`src/rtl/freelist_alloc_ctrl_pkg.sv`:
```
// Shared definitions for the freelist allocation controller: sizing constants,
// ROB recovery-state encodings, controller FSM states and a small popcount helper.
package freelist_alloc_ctrl_pkg;

  localparam int NUM_REGS       = 32;
  localparam int LOG_NUM_REGS   = 5;
  localparam int PREG_IDX_WIDTH = 6;
  localparam int WALK_SIZE      = 2;

  // Encodings of the rob_state input.
  localparam logic [1:0] ROB_STATE_IDLE     = 2'd0;
  localparam logic [1:0] ROB_STATE_ROLLBACK = 2'd1;
  localparam logic [1:0] ROB_STATE_WALK     = 2'd2;

  typedef enum logic [2:0] {
    CTRL_INIT     = 3'd0,
    CTRL_IDLE     = 3'd1,
    CTRL_ROLLBACK = 3'd2,
    CTRL_WALK     = 3'd3,
    CTRL_RESUME   = 3'd4
  } ctrl_state_e;

  // Number of set bits in a two-lane vector (0..2).
  function automatic logic [1:0] popcnt2(input logic a, input logic b);
    return {1'b0, a} + {1'b0, b};
  endfunction

endpackage

```
`src/rtl/freelist_lane_steer.sv`:
```
// Combinational lane steering: counts lanes needing a preg, compacts their
// requests onto freelist deq ports 0/1 and routes the returned pregs back.
module freelist_lane_steer
  import freelist_alloc_ctrl_pkg::*;
(
  input  logic                      ren0_valid,
  input  logic                      ren0_need,
  input  logic                      ren1_valid,
  input  logic                      ren1_need,
  input  logic                      fire,
  input  logic [PREG_IDX_WIDTH-1:0] fl_data0,
  input  logic [PREG_IDX_WIDTH-1:0] fl_data1,
  output logic [1:0]                need,
  output logic                      fl_req0_valid,
  output logic                      fl_req1_valid,
  output logic [PREG_IDX_WIDTH-1:0] ren0_pdst,
  output logic [PREG_IDX_WIDTH-1:0] ren1_pdst
);

  logic lane0_need;
  logic lane1_need;

  // Request compaction and preg return steering.
  always_comb begin
    // NOTE: every output gets a default first so no path leaves a latch behind.
    ren0_pdst     = '0;
    ren1_pdst     = '0;
    lane0_need    = ren0_valid & ren0_need;
    lane1_need    = ren1_valid & ren1_need;
    need          = popcnt2(lane0_need, lane1_need);
    fl_req0_valid = fire & (need != 2'd0);
    fl_req1_valid = fire & (need == 2'd2);
    if (fire) begin
      if (lane0_need) ren0_pdst = fl_data0;
      // A lone lane1 request is compacted onto port 0.
      if (lane1_need) ren1_pdst = lane0_need ? fl_data1 : fl_data0;
    end
  end

endmodule

```
`src/rtl/freelist_alloc_ctrl.sv`:
```
// Allocation controller in front of the physical-register freelist.
// Gates rename on a free-register credit count, tracks in-flight pregs and
// sequences rename blocking through ROB rollback/walk recovery.
// Optional perf counters are built when FREELIST_CTRL_PERF_EN is defined.
module freelist_alloc_ctrl
  import freelist_alloc_ctrl_pkg::*;
(
  input  logic                      clock,
  input  logic                      reset_n,
  input  logic                      ren0_valid,
  input  logic                      ren0_need,
  input  logic                      ren1_valid,
  input  logic                      ren1_need,
  output logic                      ren_ready,
  output logic [PREG_IDX_WIDTH-1:0] ren0_pdst,
  output logic [PREG_IDX_WIDTH-1:0] ren1_pdst,
  output logic                      fl_req0_valid,
  output logic                      fl_req1_valid,
  input  logic [PREG_IDX_WIDTH-1:0] fl_data0,
  input  logic [PREG_IDX_WIDTH-1:0] fl_data1,
  input  logic                      free0_valid,
  input  logic                      free1_valid,
  input  logic [1:0]                rob_state,
  input  logic                      rob_walk0_valid,
  input  logic                      rob_walk1_valid,
  output logic [LOG_NUM_REGS:0]     free_count,
  output logic [2:0]                ctrl_state
`ifdef FREELIST_CTRL_PERF_EN
  ,
  output logic [31:0]               perf_stall_cyc,
  output logic [31:0]               perf_alloc_cnt,
  output logic                      perf_err
`endif
);

  ctrl_state_e           state_q, state_d;
  logic [LOG_NUM_REGS:0] free_count_q, free_count_d;
  logic [LOG_NUM_REGS:0] inflight_q, inflight_d;
  logic [1:0]            need;
  logic [1:0]            nfree, nwalk, nalloc;
  logic                  fire;
  logic                  sat;
  int                    fc_i;
  int                    if_i;

  // Credit gate: registered count only, so same-cycle frees never bypass.
  always_comb begin
    ren_ready = (state_q == CTRL_IDLE) &&
                (free_count_q >= {{(LOG_NUM_REGS-1){1'b0}}, need});
    fire      = ren_ready & (ren0_valid | ren1_valid);
  end

  freelist_lane_steer u_steer (
    .ren0_valid    (ren0_valid),
    .ren0_need     (ren0_need),
    .ren1_valid    (ren1_valid),
    .ren1_need     (ren1_need),
    .fire          (fire),
    .fl_data0      (fl_data0),
    .fl_data1      (fl_data1),
    .need          (need),
    .fl_req0_valid (fl_req0_valid),
    .fl_req1_valid (fl_req1_valid),
    .ren0_pdst     (ren0_pdst),
    .ren1_pdst     (ren1_pdst)
  );

  // Recovery FSM next state.
  always_comb begin
    state_d = state_q;
    unique case (state_q)
      CTRL_INIT:     state_d = CTRL_IDLE;
      CTRL_IDLE:     if (rob_state == ROB_STATE_ROLLBACK) state_d = CTRL_ROLLBACK;
      CTRL_ROLLBACK: begin
        if (rob_state == ROB_STATE_WALK)      state_d = CTRL_WALK;
        else if (rob_state == ROB_STATE_IDLE) state_d = CTRL_RESUME;
      end
      CTRL_WALK:     if (rob_state == ROB_STATE_IDLE) state_d = CTRL_RESUME;
      CTRL_RESUME:   state_d = (rob_state == ROB_STATE_ROLLBACK) ? CTRL_ROLLBACK : CTRL_IDLE;
      default:       state_d = CTRL_INIT;
    endcase
  end

  // Credit and in-flight bookkeeping with clamping; any clamp is an error.
  always_comb begin
    nfree  = popcnt2(free0_valid, free1_valid);
    nwalk  = popcnt2(rob_walk0_valid, rob_walk1_valid);
    nalloc = popcnt2(fl_req0_valid, fl_req1_valid);
    sat    = 1'b0;
    if (rob_state == ROB_STATE_ROLLBACK) begin
      fc_i = int'(free_count_q) + int'(inflight_q) + int'(nfree);
      if_i = 0;
    end else if (rob_state == ROB_STATE_WALK) begin
      fc_i = int'(free_count_q) + int'(nfree) - int'(nwalk);
      if_i = int'(inflight_q) + int'(nwalk) - int'(nfree);
    end else begin
      fc_i = int'(free_count_q) + int'(nfree) - int'(nalloc);
      if_i = int'(inflight_q) + int'(nalloc) - int'(nfree);
    end
    if (fc_i > NUM_REGS) begin fc_i = NUM_REGS; sat = 1'b1; end
    if (fc_i < 0)        begin fc_i = 0;        sat = 1'b1; end
    if (if_i > NUM_REGS) begin if_i = NUM_REGS; sat = 1'b1; end
    if (if_i < 0)        begin if_i = 0;        sat = 1'b1; end
    free_count_d = fc_i[LOG_NUM_REGS:0];
    inflight_d   = if_i[LOG_NUM_REGS:0];
  end

  // State and counter registers; reset aborts any recovery in progress.
  always_ff @(posedge clock or negedge reset_n) begin
    if (!reset_n) begin
      state_q      <= CTRL_INIT;
      free_count_q <= LOG_NUM_REGS'(0) + (LOG_NUM_REGS+1)'(NUM_REGS);
      inflight_q   <= '0;
    end else begin
      // NOTE: non-blocking assignments so every flop samples pre-edge values.
      state_q      <= state_d;
      free_count_q <= free_count_d;
      inflight_q   <= inflight_d;
    end
  end

  assign free_count = free_count_q;
  assign ctrl_state = state_q;

`ifdef FREELIST_CTRL_PERF_EN
  logic [31:0] perf_stall_cyc_q, perf_stall_cyc_d;
  logic [31:0] perf_alloc_cnt_q, perf_alloc_cnt_d;
  logic        perf_err_q, perf_err_d;

  // Perf counters wrap naturally; the error flag is sticky.
  always_comb begin
    perf_stall_cyc_d = perf_stall_cyc_q;
    if ((ren0_valid | ren1_valid) & ~ren_ready) perf_stall_cyc_d = perf_stall_cyc_q + 32'd1;
    perf_alloc_cnt_d = perf_alloc_cnt_q + {30'd0, nalloc};
    perf_err_d       = perf_err_q | sat;
  end

  // Perf registers.
  always_ff @(posedge clock or negedge reset_n) begin
    if (!reset_n) begin
      perf_stall_cyc_q <= '0;
      perf_alloc_cnt_q <= '0;
      perf_err_q       <= 1'b0;
    end else begin
      perf_stall_cyc_q <= perf_stall_cyc_d;
      perf_alloc_cnt_q <= perf_alloc_cnt_d;
      perf_err_q       <= perf_err_d;
    end
  end

  assign perf_stall_cyc = perf_stall_cyc_q;
  assign perf_alloc_cnt = perf_alloc_cnt_q;
  assign perf_err       = perf_err_q;
`else
  logic unused_sat;
  assign unused_sat = sat;
`endif

endmodule

```
`config.mk`:
```
export PLATFORM = sky130hd
export DESIGN_NAME = freelist_alloc_ctrl
export DESIGN_NICKNAME = d
export VERILOG_FILES = /design/src/rtl/freelist_alloc_ctrl_pkg.sv /design/src/rtl/freelist_lane_steer.sv /design/src/rtl/freelist_alloc_ctrl.sv
export SDC_FILE = /design/constraint.sdc
export NUM_CORES = 1
export LEC_CHECK = 0
export ABC_AREA = 1
export BUFFER_PORTS_ARGS = -buffer_cell sky130_fd_sc_hd__buf_4
export CORE_MARGIN = 5
export CORE_UTILIZATION = 45
export CTS_CLUSTER_DIAMETER = 100
export CTS_CLUSTER_SIZE = 30
export DETAILED_ROUTE_END_ITERATION = 10
export PLACE_DENSITY = 0.74
export SLEW_MARGIN = 25
export SYNTH_ARGS = -nofsm -noshare
export SYNTH_HDL_FRONTEND = slang
export SYNTH_SLANG_ARGS = --single-unit
```
`constraint.sdc`:
```
create_clock -name clock -period 3.99 [get_ports clock]
set_input_delay 0.1995 -clock clock [delete_from_list [all_inputs] [get_ports clock]]
set_output_delay 0.1995 -clock clock [all_outputs]
set_load 0.02 [all_outputs]
```
== Yosys cells after proc, flatten, opt, wreduce, memory -nomap -nowiden ==
Index checks and enable logic that the tools add are counted.

* Bits in registers: 15
* Latch bits: 0
* Memory bits (writable): 0
* Bits in read-only memories: 0
* Logic and storage cells: 57
* Memories kept: 0

* Add/sub/neg operators: 13
* $mul: 0
* Div/mod/pow operators: 0
* Magnitude comparators: 5
* Eq/ne operators: 8
* Shift-type cells: 0
* Mux-type cells: 18
* Bitwise gates (word level): 6
* Reductions and logical operators: 4

{| class="wikitable"
|+ Operators by type and width
! operator !! number
|-
| 32-bit 2-to-1 mux || 6
|-
| 32-bit by 7-bit > comparator with 1-bit output, second input constant || 2
|-
| 32-bit by 1-bit < comparator with 1-bit output, second input constant || 2
|-
| 6-bit 2-to-1 mux || 7
|-
| 32-bit by 3-bit subtractor with 32-bit output || 1
|-
| 7-bit by 2-bit subtractor with 8-bit output || 3
|-
| 6-bit by 2-bit adder with 7-bit output || 3
|-
| 3-bit case mux with 5 select lines || 1
|-
| 3-bit 2-to-1 mux || 3
|-
| 1-bit by 1-bit adder with 2-bit output || 4
|-
| 7-bit by 2-bit adder with 8-bit output || 1
|-
| 6-bit by 6-bit adder with 7-bit output || 1
|-
| 3-bit by 2-bit equality test with 1-bit output, second input constant || 2
|-
| 6-bit by 2-bit >= comparator with 1-bit output || 1
|-
| 1-bit bitwise AND || 5
|-
| 2-bit equality test, second input constant || 2
|-
| 3-bit by 1-bit equality test with 1-bit output, second input constant || 1
|-
| 3-bit equality test, second input constant || 1
|-
| 3-bit zero test || 1
|-
| 2-bit by 1-bit equality test with 1-bit output, second input constant || 1
|-
| 2-bit zero test || 1
|-
| 2-bit 2-to-1 mux || 1
|-
| 2-bit by 1-bit != test with 1-bit output, second input constant || 1
|-
| 2-bit nonzero test || 1
|-
| other kinds (2) || 2
|}

== Longest topological paths before layout ==
* Depth in word-level cells: 15
* Depth in mapped cells: 26
* Gate-level depth less buffers: 25

== By module ==
A second synthesis with hierarchy kept.

* Cells, all modules: 398
* Area total of the unflattened synthesis: 2,572.5 µm²

{| class="wikitable"
|+ By module, submodules not included
! module !! times used !! cells an instance !! area each (µm²) !! seq. area each (µm²)
|-
| freelist_alloc_ctrl || 1 || 351 || 2,309.7 || 376.6
|-
| freelist_lane_steer || 1 || 47 || 262.8 || 0.0
|}

== Least setup slack after synthesis ==
Ideal clock, no wire load.

* Path type: in2reg
* Start: input ren0_valid
* End: register inflight_q[0]
* Library setup time: 0.127 ns
* Arrival: 4.659 ns
* Required time: 3.863 ns
* Setup slack: -0.796 ns
* Stages: 22
* Cells stage by stage: nand2_1 > clkbuf_1 > inv_1 > ha_1 > ha_1 > o21ai_0 > a41oi_1 > o21ai_1 > nor2_1 > ha_1 > inv_1 > fa_1 > inv_1 > fa_1 > nand2_1 > nand3_1 > a31oi_1 > o21ai_1 > a21oi_1 > nor2_1 > o211ai_1 > nor2_1

{| class="wikitable"
|+ RTL lines
! element !! RTL line !! text
|-
| from (decl) || freelist_alloc_ctrl.sv:10 || <nowiki>input logic ren0_valid,</nowiki>
|-
| to (signal assigned) || freelist_alloc_ctrl.sv:118 || <nowiki>inflight_q <= inflight_d;</nowiki>
|-
| to (decl) || freelist_alloc_ctrl.sv:38 || <nowiki>logic [LOG_NUM_REGS:0] inflight_q, inflight_d;</nowiki>
|}

==> flow_metrics.py <==
metrics = {
    "detailed_routing": {
        "drt-vias-per-instance": 5.22,
        "initialDrtViolationCount": 129,
        "route.antenna.remaining_nets": 0,
        "first_pass_iters": 4,
        "routed-via-count": 2745,
        "detail_route.drc_violations": 0,
        "routed_wire_length_per_instance_um": 12.9,
        "route.final.wire_length_mm": 6.78,
    },
    "cells_and_area": {
        "nNetsFinal": 527,
        "antenna_cells_inserted": 0,
        "synthToLayoutAreaGrowth_pct": 23.8,
        "layout_common_cells": "78 x sky130_fd_sc_hd__nand2_1, 78 x sky130_fd_sc_hd__inv_1, 56 x sky130_fd_sc_hd__buf_4, 35 x sky130_fd_sc_hd__nand3_1, 35 x sky130_fd_sc_hd__ha_1",
        "fraction_of_layout_cells_with_a_size_suffix_above_1": 0.211,
    },
    "worst_setup_path": {
        "max_stage_delay_ns": 0.55,
        "critical_path.top_delay_family": "adder cells",
        "cp_data_required_time_ns": 4.12,
        "critPathCaptureType": "register",
        "critical_path_buf_inv_count": 3,
        "crit_type": "register to register",
        "crit_path_top_delay_cell": "sky130_fd_sc_hd__fa_1",
        "critical_path.startpoint_type": "register",
        "critical_path_peak_fanout": 7,
        "timing.critical_path.cells": "inv_1 -> ha_4 -> o21ai_1 -> a41oi_2 -> o21ai_4 -> nor2_4 -> ha_4 -> inv_2 -> fa_1 -> inv_2 -> fa_2 -> nand2_1 -> nand3_1 -> a31oi_2 -> o21ai_1 -> a21oi_2 -> nor2_1 -> o211ai_1 -> nor2_1",
        "setup.reg_to_reg.worst_slack_ns": 0.30,
        "timing.critical_path.arrival_ns": 3.82,
    },
    "floorplan": {
        "floorplan.core_area_um2": 5610,
        "floorplan.io_pins": 48,
        "die-width_um": 86.6,
        "num_rows": 27,
        "initial_util": 0.470,
        "die_y_um": 86.6,
        "floorplan.die_area_um2": 7490,
    },
    "place": {
        "gp_congestion": 0.914,
        "io_buffer_count": 47,
        "dp_hpwl_mm": 5.87,
    },
    "clock_network": {
        "cts_buffer_depth": 2,
        "cts_htree_levels": 1,
        "path_clk_slew_ns": 0.07,
        "worstSkewPairLatency_ns": 0.25,
        "cts_buffers": 3,
        "clock-sinks": 15,
        "clock_tree.root_cell": "sky130_fd_sc_hd__clkbuf_8",
        "tritoncts": "done",
    },
    "sta": {
        "slew_viol_final": 0,
        "finalSetupViolCount": 0,
        "clock_skews_ns": 0.00243,
        "final.hold.worst_slack_ns": 0.252,
        "achievable-frequency_ghz": 0.271,
        "final.period_utilization": 0.924,
        "worst_slew_pin_slew_ns": 0.667,
        "relSlewSlack": 0.555,
        "fin_setup_tns_ns": 0,
        "grt_setup_unrepaired": "no",
        "report.final.hold_viol_count": 0,
        "period_needed_ns": 3.69,
    },
    "grt": {
        "grt_overflow": 0,
        "grt_pass1_vias": 2491,
        "grt_pass1_wl_mm": 11.1,
        "global_route.usage.met2": 0.314,
        "global_route_met3_usage": 0.0380,
        "busiest_layer": "met2",
        "grtUsageMet1": 0.233,
        "grt_use_total": 0.180,
        "number_of_antenna_violations_at_the_first_check_in_global_routing": 0,
        "largest_net_degree_at_the_start_of_global_routing": 20,
    },
    "power_and_ir_drop": {
        "power.ir.vdd_worst_v": 0.000373,
        "power.leakage_nw": 1.74,
        "power_density_nw_per_um2": 676,
    },
    "synthesis": {
        "synth_fp_nets": 471,
        "syn_area_per_cell_um2": 6.61,
        "mappedNetlistArea_um2": 2640,
        "syn-instance-count": 399,
        "synth_seq_area_share": 0.143,
        "synth-seq-cells": 15,
        "number_of_warnings_printed_during_yosys_synthesis": 0,
        "netlist-cell-type-count": 39,
    },
    "job": {
        "number_of_violations_of_the_max_capacitance_limit": 0,
    },
    "min_path": {
        "min-delay-path-class": "input pin to register",
    },
    "status": {
        "status": "finished, final reports clean",
    },
}
==> per-stage QoR <==
stage / setup WS (ns) / std cells / cell area (um2) / power (mW) / utilization
final: 0.303 / 526 / 3270 / 2.21 / 0.582
after global routing: 0.0148 / 526 / 3270 / 2.46 / 0.582
after CTS: 0.225 / 522 / 3230 / 2.15 / 0.575
after detailed placement: -0.0131 / 517 / 3170 / 2.01 / 0.565
after global placement: 0.0994 / 517 / 3170 / 1.97 / 0.565
after floorplan: 0.00472 / 399 / 2730 / 1.57 / -
==> cells in the mapped netlist (all sizes together) <==
| cell type | number | share of area |
|---|---|---|
| xnor2 | 1 | 0.0033 |
| a21oi | 15 | 0.030 |
| or2 | 4 | 0.0095 |
| o2111ai | 1 | 0.0033 |
| a31oi | 3 | 0.0095 |
| nand3 | 35 | 0.066 |
| o211ai | 6 | 0.017 |
| a32o | 1 | 0.0038 |
| clkbuf | 2 | 0.0028 |
| nor3 | 11 | 0.023 |
| a41oi | 1 | 0.0033 |
| xor2 | 6 | 0.020 |
| nor4 | 1 | 0.0024 |
| dfrtp | 14 | 0.13 |
| o21ai | 17 | 0.032 |
| nand4 | 10 | 0.026 |
| inv | 86 | 0.12 |
| buf | 4 | 0.0085 |
| ha | 38 | 0.18 |
| a22oi | 2 | 0.0057 |
| o22ai | 1 | 0.0024 |
| nor2 | 36 | 0.060 |
| a211oi | 6 | 0.017 |
| o21a | 2 | 0.0057 |
| nor3b | 1 | 0.0028 |
| nand2 | 84 | 0.12 |
| fa | 10 | 0.076 |
| dfstp | 1 | 0.010 |
==> timing repair <==
action,in CTS,in global routing
hold buffers,1,0
hold endpoints to repair,14,0
gates resized for setup,0,2
setup endpoints to repair,0,3
buffers inserted,0,4
==> state kept, by name, indices dropped and copies added, names as in the netlist <==
name        count
ctrl_state      3
inflight_q      6
free_count      6
==> logic make-up after synthesis <==
group           after synthesis  synth area share
buf+inv                      92             0.134
simple gates                182             0.314
compound gates               55             0.130
xor+xnor                      7            0.0232
fa+ha+maj                    48             0.256
flops                        15             0.143
==> layer usage <==
metal,up-vias,routed length (um)
met3,8,504
met2,77,3240
li1,1409,-
met4,0,51
met5,-,0
met1,1251,2980
==> report_power, final <==
part	switching, mW	internal (mW)
Combinational	1.08	0.707
Clock	0.0583	0.0702
Sequential	0.0713	0.216
==> worst paths after layout <==
check                         startpoint             to  cells after the start
min in group asynchronous        reset_n  inflight_q[5]                      2
hold reg to reg            ctrl_state[2]  ctrl_state[2]                      3
setup reg to reg           free_count[0]  inflight_q[0]                     19
setup / recovery           free_count[0]  inflight_q[0]                     19
max in group asynchronous        reset_n  free_count[5]                      2
hold / removal              rob_state[0]  ctrl_state[2]                      4
==> worst reg2reg max path, delay by kind of cell (launching register included) <==
family	cells	cell delay [ns]
buffers and inverters	3	0.22
AND/OR/NAND/NOR	5	0.46
adder cells (fa/ha/maj)	4	1.36
AO/OA/AOI/OAI	7	1.17
flip-flops	1	0.38
==> area by class of cell <==
| type | instances | area (um2) |
|---|---|---|
| flip-flops and latches | 15 | 377 |
| clock inverters | 1 | 7.51 |
| repair buffers | 57 | 430 |
| inverters | 86 | 325 |
| multi-input cells | 292 | 1990 |
| fillers | 583 | 2340 |
| clock buffers | 3 | 41.3 |
| well taps | 72 | 90.1 |
(Power assumes the default switching activity.)
